[config.mk]
export PLATFORM = sky130hd
export DESIGN_NAME = bram_dual_tdp
export DESIGN_NICKNAME = d
export VERILOG_FILES = /design/src/rtl/bram_dual_pkg.sv /design/src/rtl/bram_dual_outpipe.sv /design/src/rtl/bram_dual_tdp.sv
export SDC_FILE = /design/constraint.sdc
export NUM_CORES = 2
export LEC_CHECK = 0
export ABC_CLOCK_PERIOD_IN_PS = 8200
export BUFFER_PORTS_ARGS = -buffer_cell sky130_fd_sc_hd__buf_2
export CAP_MARGIN = 20
export CORE_MARGIN = 5
export CORE_UTILIZATION = 25
export DETAILED_ROUTE_END_ITERATION = 10
export PLACE_DENSITY = 0.37
export SYNTH_ARGS = -nofsm -noshare
export SYNTH_HDL_FRONTEND = slang
export SYNTH_SLANG_ARGS = --single-unit
[constraint.sdc]
create_clock -name Clk -period 8.2 [get_ports Clk]
set_input_delay 1.23 -clock Clk [delete_from_list [all_inputs] [get_ports Clk]]
set_output_delay 1.23 -clock Clk [all_outputs]
set_load 0.05 [all_outputs]
[src/rtl/bram_dual_pkg.sv]
// Shared types and helpers for the bram_dual true dual-port RAM family.
package bram_dual_pkg;

  typedef enum logic {
    CLEAR = 1'b0,
    READY = 1'b1
  } state_t;

  localparam int RDW_READ_FIRST  = 0;
  localparam int RDW_WRITE_FIRST = 1;

  // Even parity: the stored bit makes the total number of ones even.
  function automatic logic even_parity(input logic [63:0] d);
    return ^d;
  endfunction

endpackage

[src/rtl/bram_dual_outpipe.sv]
// Per-port output stage: optional extra register with valid (and parity error) alignment.
// Parity error path exists only when BRAM_DUAL_PARITY_EN is defined.
module bram_dual_outpipe #(
  parameter int WIDTH   = 32,
  parameter int OUT_REG = 0
) (
  input  logic             Clk,
  input  logic             Rst_n,
  input  logic             in_vld,
  input  logic [WIDTH-1:0] in_data,
`ifdef BRAM_DUAL_PARITY_EN
  input  logic             in_perr,
  output logic             out_perr,
`endif
  output logic             out_vld,
  output logic [WIDTH-1:0] out_data
);

  if (OUT_REG != 0) begin : g_reg
    logic             vld_reg;
    logic [WIDTH-1:0] data_reg;

    // Data only moves on a valid beat so DO holds across idle cycles.
    always_ff @(posedge Clk or negedge Rst_n) begin
      if (!Rst_n) begin
        vld_reg  <= 1'b0;
        data_reg <= '0;
      end else begin
        vld_reg <= in_vld;
        if (in_vld) data_reg <= in_data;
      end
    end

    assign out_vld  = vld_reg;
    assign out_data = data_reg;

`ifdef BRAM_DUAL_PARITY_EN
    logic perr_reg;
    always_ff @(posedge Clk or negedge Rst_n) begin
      if (!Rst_n) perr_reg <= 1'b0;
      else        perr_reg <= in_perr;
    end
    assign out_perr = perr_reg;
`endif
  end else begin : g_pass
    logic unused_clk;
    assign unused_clk = Clk ^ Rst_n;
    assign out_vld    = in_vld;
    assign out_data   = in_data;
`ifdef BRAM_DUAL_PARITY_EN
    assign out_perr   = in_perr;
`endif
  end

endmodule

[src/rtl/bram_dual_tdp.sv]
// Parametrised true dual-port block RAM with clear sequencer and write-collision flag.
// Defining BRAM_DUAL_PARITY_EN adds a stored even-parity bit per word and Perr_A/Perr_B.
module bram_dual_tdp
  import bram_dual_pkg::*;
#(
  parameter int               WIDTH    = 32,
  parameter int               DEPTH    = 64,
  parameter int               RDW_MODE = 0,
  parameter int               OUT_REG  = 0,
  parameter logic [WIDTH-1:0] INIT_VAL = '0,
  localparam int              AW       = $clog2(DEPTH)
) (
  input  logic             Clk,
  input  logic             Rst_n,
  input  logic             Clr,
  output logic             Busy,
  input  logic             En_A,
  input  logic             En_B,
  input  logic             We_A,
  input  logic             We_B,
  input  logic [AW-1:0]    Addr_A,
  input  logic [AW-1:0]    Addr_B,
  input  logic [WIDTH-1:0] DI_A,
  input  logic [WIDTH-1:0] DI_B,
  output logic [WIDTH-1:0] DO_A,
  output logic [WIDTH-1:0] DO_B,
  output logic             Vld_A,
  output logic             Vld_B,
`ifdef BRAM_DUAL_PARITY_EN
  output logic             Perr_A,
  output logic             Perr_B,
`endif
  output logic             Coll
);

`ifdef BRAM_DUAL_PARITY_EN
  localparam int MW = WIDTH + 1;
`else
  localparam int MW = WIDTH;
`endif

  function automatic logic [MW-1:0] pack_word(input logic [WIDTH-1:0] d);
`ifdef BRAM_DUAL_PARITY_EN
    return {even_parity(64'(d)), d};
`else
    return d;
`endif
  endfunction

  state_t               state_reg, state_next;
  logic [AW-1:0]        ptr_reg, ptr_next;
  logic [MW-1:0]        mem [DEPTH];
  logic [1:0]           acc_w, we_w;
  logic [1:0][AW-1:0]   addr_w;
  logic [1:0][MW-1:0]   wd_w;
  logic [MW-1:0]        init_word;
  logic                 coll_reg;

  assign Busy      = (state_reg == CLEAR);
  assign acc_w     = {En_B, En_A} & {2{~Busy}};
  assign we_w      = {We_B, We_A};
  assign addr_w    = {Addr_B, Addr_A};
  assign wd_w      = {pack_word(DI_B), pack_word(DI_A)};
  assign init_word = pack_word(INIT_VAL);

  always_comb begin
    state_next = state_reg;
    ptr_next   = ptr_reg;
    case (state_reg)
      CLEAR: begin
        ptr_next = ptr_reg + AW'(1);
        if (ptr_reg == AW'(DEPTH - 1)) state_next = READY;
      end
      READY: begin
        if (Clr) begin
          state_next = CLEAR;
          ptr_next   = '0;
        end
      end
      default: state_next = CLEAR;
    endcase
  end

  always_ff @(posedge Clk or negedge Rst_n) begin
    if (!Rst_n) begin
      state_reg <= CLEAR;
      ptr_reg   <= '0;
    end else begin
      state_reg <= state_next;
      ptr_reg   <= ptr_next;
    end
  end

  // Port B is written first so that port A wins a same-address collision.
  always_ff @(posedge Clk) begin
    if (Busy) begin
      mem[ptr_reg] <= init_word;
    end else begin
      if (acc_w[1] && we_w[1]) mem[addr_w[1]] <= wd_w[1];
      if (acc_w[0] && we_w[0]) mem[addr_w[0]] <= wd_w[0];
    end
  end

  always_ff @(posedge Clk or negedge Rst_n) begin
    if (!Rst_n) coll_reg <= 1'b0;
    else        coll_reg <= &(acc_w & we_w) && (addr_w[0] == addr_w[1]);
  end
  assign Coll = coll_reg;

  genvar gi;
  for (gi = 0; gi < 2; gi++) begin : g_port
    logic [MW-1:0]    rd_reg;
    logic             rd_vld_reg;
    logic [WIDTH-1:0] dout_w;
    logic             vout_w;

    // Array reads see pre-edge contents, giving old data to the other port.
    always_ff @(posedge Clk or negedge Rst_n) begin
      if (!Rst_n) begin
        rd_reg     <= '0;
        rd_vld_reg <= 1'b0;
      end else begin
        rd_vld_reg <= acc_w[gi];
        if (acc_w[gi]) begin
          if (we_w[gi] && RDW_MODE == RDW_WRITE_FIRST) rd_reg <= wd_w[gi];
          else                                         rd_reg <= mem[addr_w[gi]];
        end
      end
    end

`ifdef BRAM_DUAL_PARITY_EN
    logic perr_w;
    logic perr_out_w;
    assign perr_w = rd_vld_reg && (even_parity(64'(rd_reg[WIDTH-1:0])) != rd_reg[WIDTH]);
`endif

    bram_dual_outpipe #(
      .WIDTH  (WIDTH),
      .OUT_REG(OUT_REG)
    ) u_outpipe (
      .Clk     (Clk),
      .Rst_n   (Rst_n),
      .in_vld  (rd_vld_reg),
      .in_data (rd_reg[WIDTH-1:0]),
`ifdef BRAM_DUAL_PARITY_EN
      .in_perr (perr_w),
      .out_perr(perr_out_w),
`endif
      .out_vld (vout_w),
      .out_data(dout_w)
    );
  end

  assign DO_A  = g_port[0].dout_w;
  assign DO_B  = g_port[1].dout_w;
  assign Vld_A = g_port[0].vout_w;
  assign Vld_B = g_port[1].vout_w;
`ifdef BRAM_DUAL_PARITY_EN
  assign Perr_A = g_port[0].perr_out_w;
  assign Perr_B = g_port[1].perr_out_w;
`endif

endmodule

==> results_dict.tcl <==
set metrics [dict create \
    syn_nets 10813 \
    ys_top_cells_by_area "edfxtp_1, mux4_2, o21ai_0" \
    layout_worst_path_cycle_share_pct 58.4 \
    clkLatencyLatePin_ns 0.94 \
    numClockSinks 2122 \
    residual_antenna_violating_net_count_after_detailed_routing 0 \
    path_max_fanout 18 \
    global_route_wire_length_before_repair_mm 891 \
    std_cell_rows 254 \
    pin_count 151 \
    placeableCoreArea_um2 478000 \
    yosysWarnings 0 \
    synthesized_cell_area_um2 120000 \
    buffer_ports.inserted 150 \
    post_cts_buffers 0 \
    data_required_time_of_the_worst_path_ns 8.78 \
    route.detailed.vias_per_inst 5.85 \
    globalRouteTotalUtil_pct 26.5 \
    worst_hold_path_type "primary input to async pin" \
    data_arrival_time_of_the_critical_path_ns 5.37 \
    end_kind "flop" \
    ir_worst_vdd_v 0.000143 \
    total_of_flip_flops_plus_latches_after_synthesis 2122 \
    first_pass_iters 8 \
    synth.most_common_cell "nand2_1" \
    synthCells 10729 \
    result_of_the_run "finished clean" \
    fin_setup_tns_ns 0 \
    cts_max_path_buffers 4 \
    grt_overflow_total 0 \
    static-leakage-power_nw 43.1 \
    postLayoutSetupSlackWorst_ns 3.41 \
    timing.max_cap.violations 0 \
    via_count 98896 \
    cts.htree.levels 5 \
    postSynthAreaPerCell_um2 11.2 \
    post_dp_cell_area_um2 128000 \
    slew_headroom_pct 1.19 \
    design.final.nets 10344 \
    dp.final_hpwl_mm 431 \
    synth.top_cells.by_count "nand2_1, o21ai_0, edfxtp_1, clkbuf_1, mux4_2" \
    synth_enable_flop_cells 2048 \
    fp.dieH_um 702 \
    critPathLaunchType "flop" \
    dieWidth_um 702 \
    vias_in_the_first_global_route 90356 \
    drc 0 \
    timing.hold.ws_ns 0.316 \
    utilization_of_the_core_after_routing_pct 28.5 \
    post-synth-top-area-fraction_pct 51.4 \
    hold_viol_final 0 \
    cts-root-buf "clkbuf_16" \
    yosys.cell_types.count 79 \
    critPathKind "flop to flop" \
    detailedPlace.worstSlack_ns 2.91 \
    setup-violations-final 0 \
    instances_no_fill 16911 \
    setup_repair_after_global_routing_missed_its_margin "no" \
    layout-area-overhead-vs-synth_pct 13.9 \
    yosysTopAreaCell "edfxtp_1" \
    weighted_congestion_reported_at_the_end_of_routability_driven_placement 0.899 \
    finalInstanceArea_um2 136000 \
    cts.reportedPaths.clkPinSlew_ns 0.06 \
    ys.flop_type "edfxtp_1" \
    synth_sequential_area_ratio_pct 52.9 \
    cts-hold-fix-buffers 0 \
    post-route-min-period_ns 4.79 \
    grt_start_max_net_pins 126 \
    ys_async_sr_fraction_pct 3.49 \
    ctsResizeCount 0 \
    layout-drive-gt1-share_pct 18.2 \
    p_per_area_nw_per_um2 226 \
    timing_max_transition_violations_final 0 \
    finClkSkew_ns 0.0471 \
    tightest_slew_ns 1.48 \
    drtIter0Drc 17119 \
    initial_core_utilization_pct 25.0 \
    post_drt_wl_per_cell_um 40.2 \
    cts_tree "done" \
    antenna_found_initial 88 \
    total_routed_length_mm 679 \
    total_power_of_the_final_layout_mw 30.8 \
    max_freq_mhz 209 \
    place_inst 16372 \
    largest_reg_flops 2048 \
    numCtsBuffers 276 \
    floorplan.die_area_um2 493000 \
]
-- layer usage --
| layer | wire length [um] | part of all wire, % | track usage [%] | vias to the layer above |
|---|---|---|---|---|
| li1 | - | - | - | 39716 |
| met1 | 282000 | 42 | 37.1 | 50860 |
| met2 | 293000 | 43 | 39.5 | 7063 |
| met3 | 72600 | 11 | 6.17 | 1237 |
| met4 | 30700 | 4.5 | 10.6 | 20 |
| met5 | 129 | 0.019 | 0 | - |
-- final timing paths --
| path | depth (start not counted) | slack, ns | to | startpoint |
|---|---|---|---|---|
| setup reg to reg | 10 | 3.41 | mem[4][8]$_DFFE_PP_ | state_reg$_DFF_PN0_ |
| max in group asynchronous | 3 | 6.48 | g_port[0].rd_reg[7]$_DFFE_PN0N_ | Rst_n |
| hold reg to reg | 1 | 0.55 | g_port[0].rd_reg[5]$_DFFE_PN0N_ | g_port[0].rd_reg[5]$_DFFE_PN0N_ |
| hold / removal | 1 | 0.32 | g_port[1].rd_reg[15]$_DFFE_PN0N_ | Rst_n |
| min in group Clk | 1 | 0.55 | g_port[0].rd_reg[5]$_DFFE_PN0N_ | g_port[0].rd_reg[5]$_DFFE_PN0N_ |
| setup / recovery | 10 | 3.41 | mem[4][8]$_DFFE_PP_ | state_reg$_DFF_PN0_ |
-- where the power goes --
part | switching (mW) | internal (mW)
Combinational | 3.87 | 1.39
Sequential | 0.993 | 12.7
Clock | 5.19 | 6.65
-- logic make-up after synthesis --
logic type	synth area share, %
XOR/XNOR	0.0585
adder cells (fa/ha/maj)	0.0105
flip-flops	52.9
AND/OR/NAND/NOR	9.28
AO/OA/AOI/OAI	15.7
buffers and inverters	4.88
multiplexers	17.2
-- cells in the final DEF, fill, tap and decap left out, types with 32 or more instances in the layout --
cell / n
nand2_1: 2302
o21ai_0: 2139
edfxtp_1: 2048
mux4_2: 601
mux2i_1: 524
buf_4: 364
a22oi_1: 331
clkbuf_16: 286
a221oi_1: 204
a21oi_1: 177
mux2_2: 151
buf_2: 146
nand3_1: 142
o22ai_1: 90
nor2_1: 86
dfrtp_1: 74
clkbuf_1: 74
nor2_4: 72
o22ai_4: 64
clkinv_1: 59
diode_2: 42
nand4_1: 42
nand2_2: 39
buf_12: 36
clkinv_2: 32
-- final cells by class --
type / instances / area [um^2]
inverters: 8 / 48.8
repair buffers: 561 / 4380
clock buffers: 374 / 7630
clock inverters: 113 / 749
multi-input cells: 7291 / 52100
fillers: 48766 / 342000
diodes: 42 / 105
flip-flops and latches: 2122 / 63400
well taps: 6400 / 8010
-- critical path, cell delays in order, from the launching register on --
cell and delay (ns):
dfrtp_1 0.32, buf_4 0.30, nand2_2 0.11, buf_4 0.20, inv_1 0.12, nand2_1 0.35, or3_1 0.47, o21ai_0 0.16
nand2_1 0.69, o22ai_4 1.11, buf_4 0.49
Note: power is estimated with default switching activity, not from simulation.
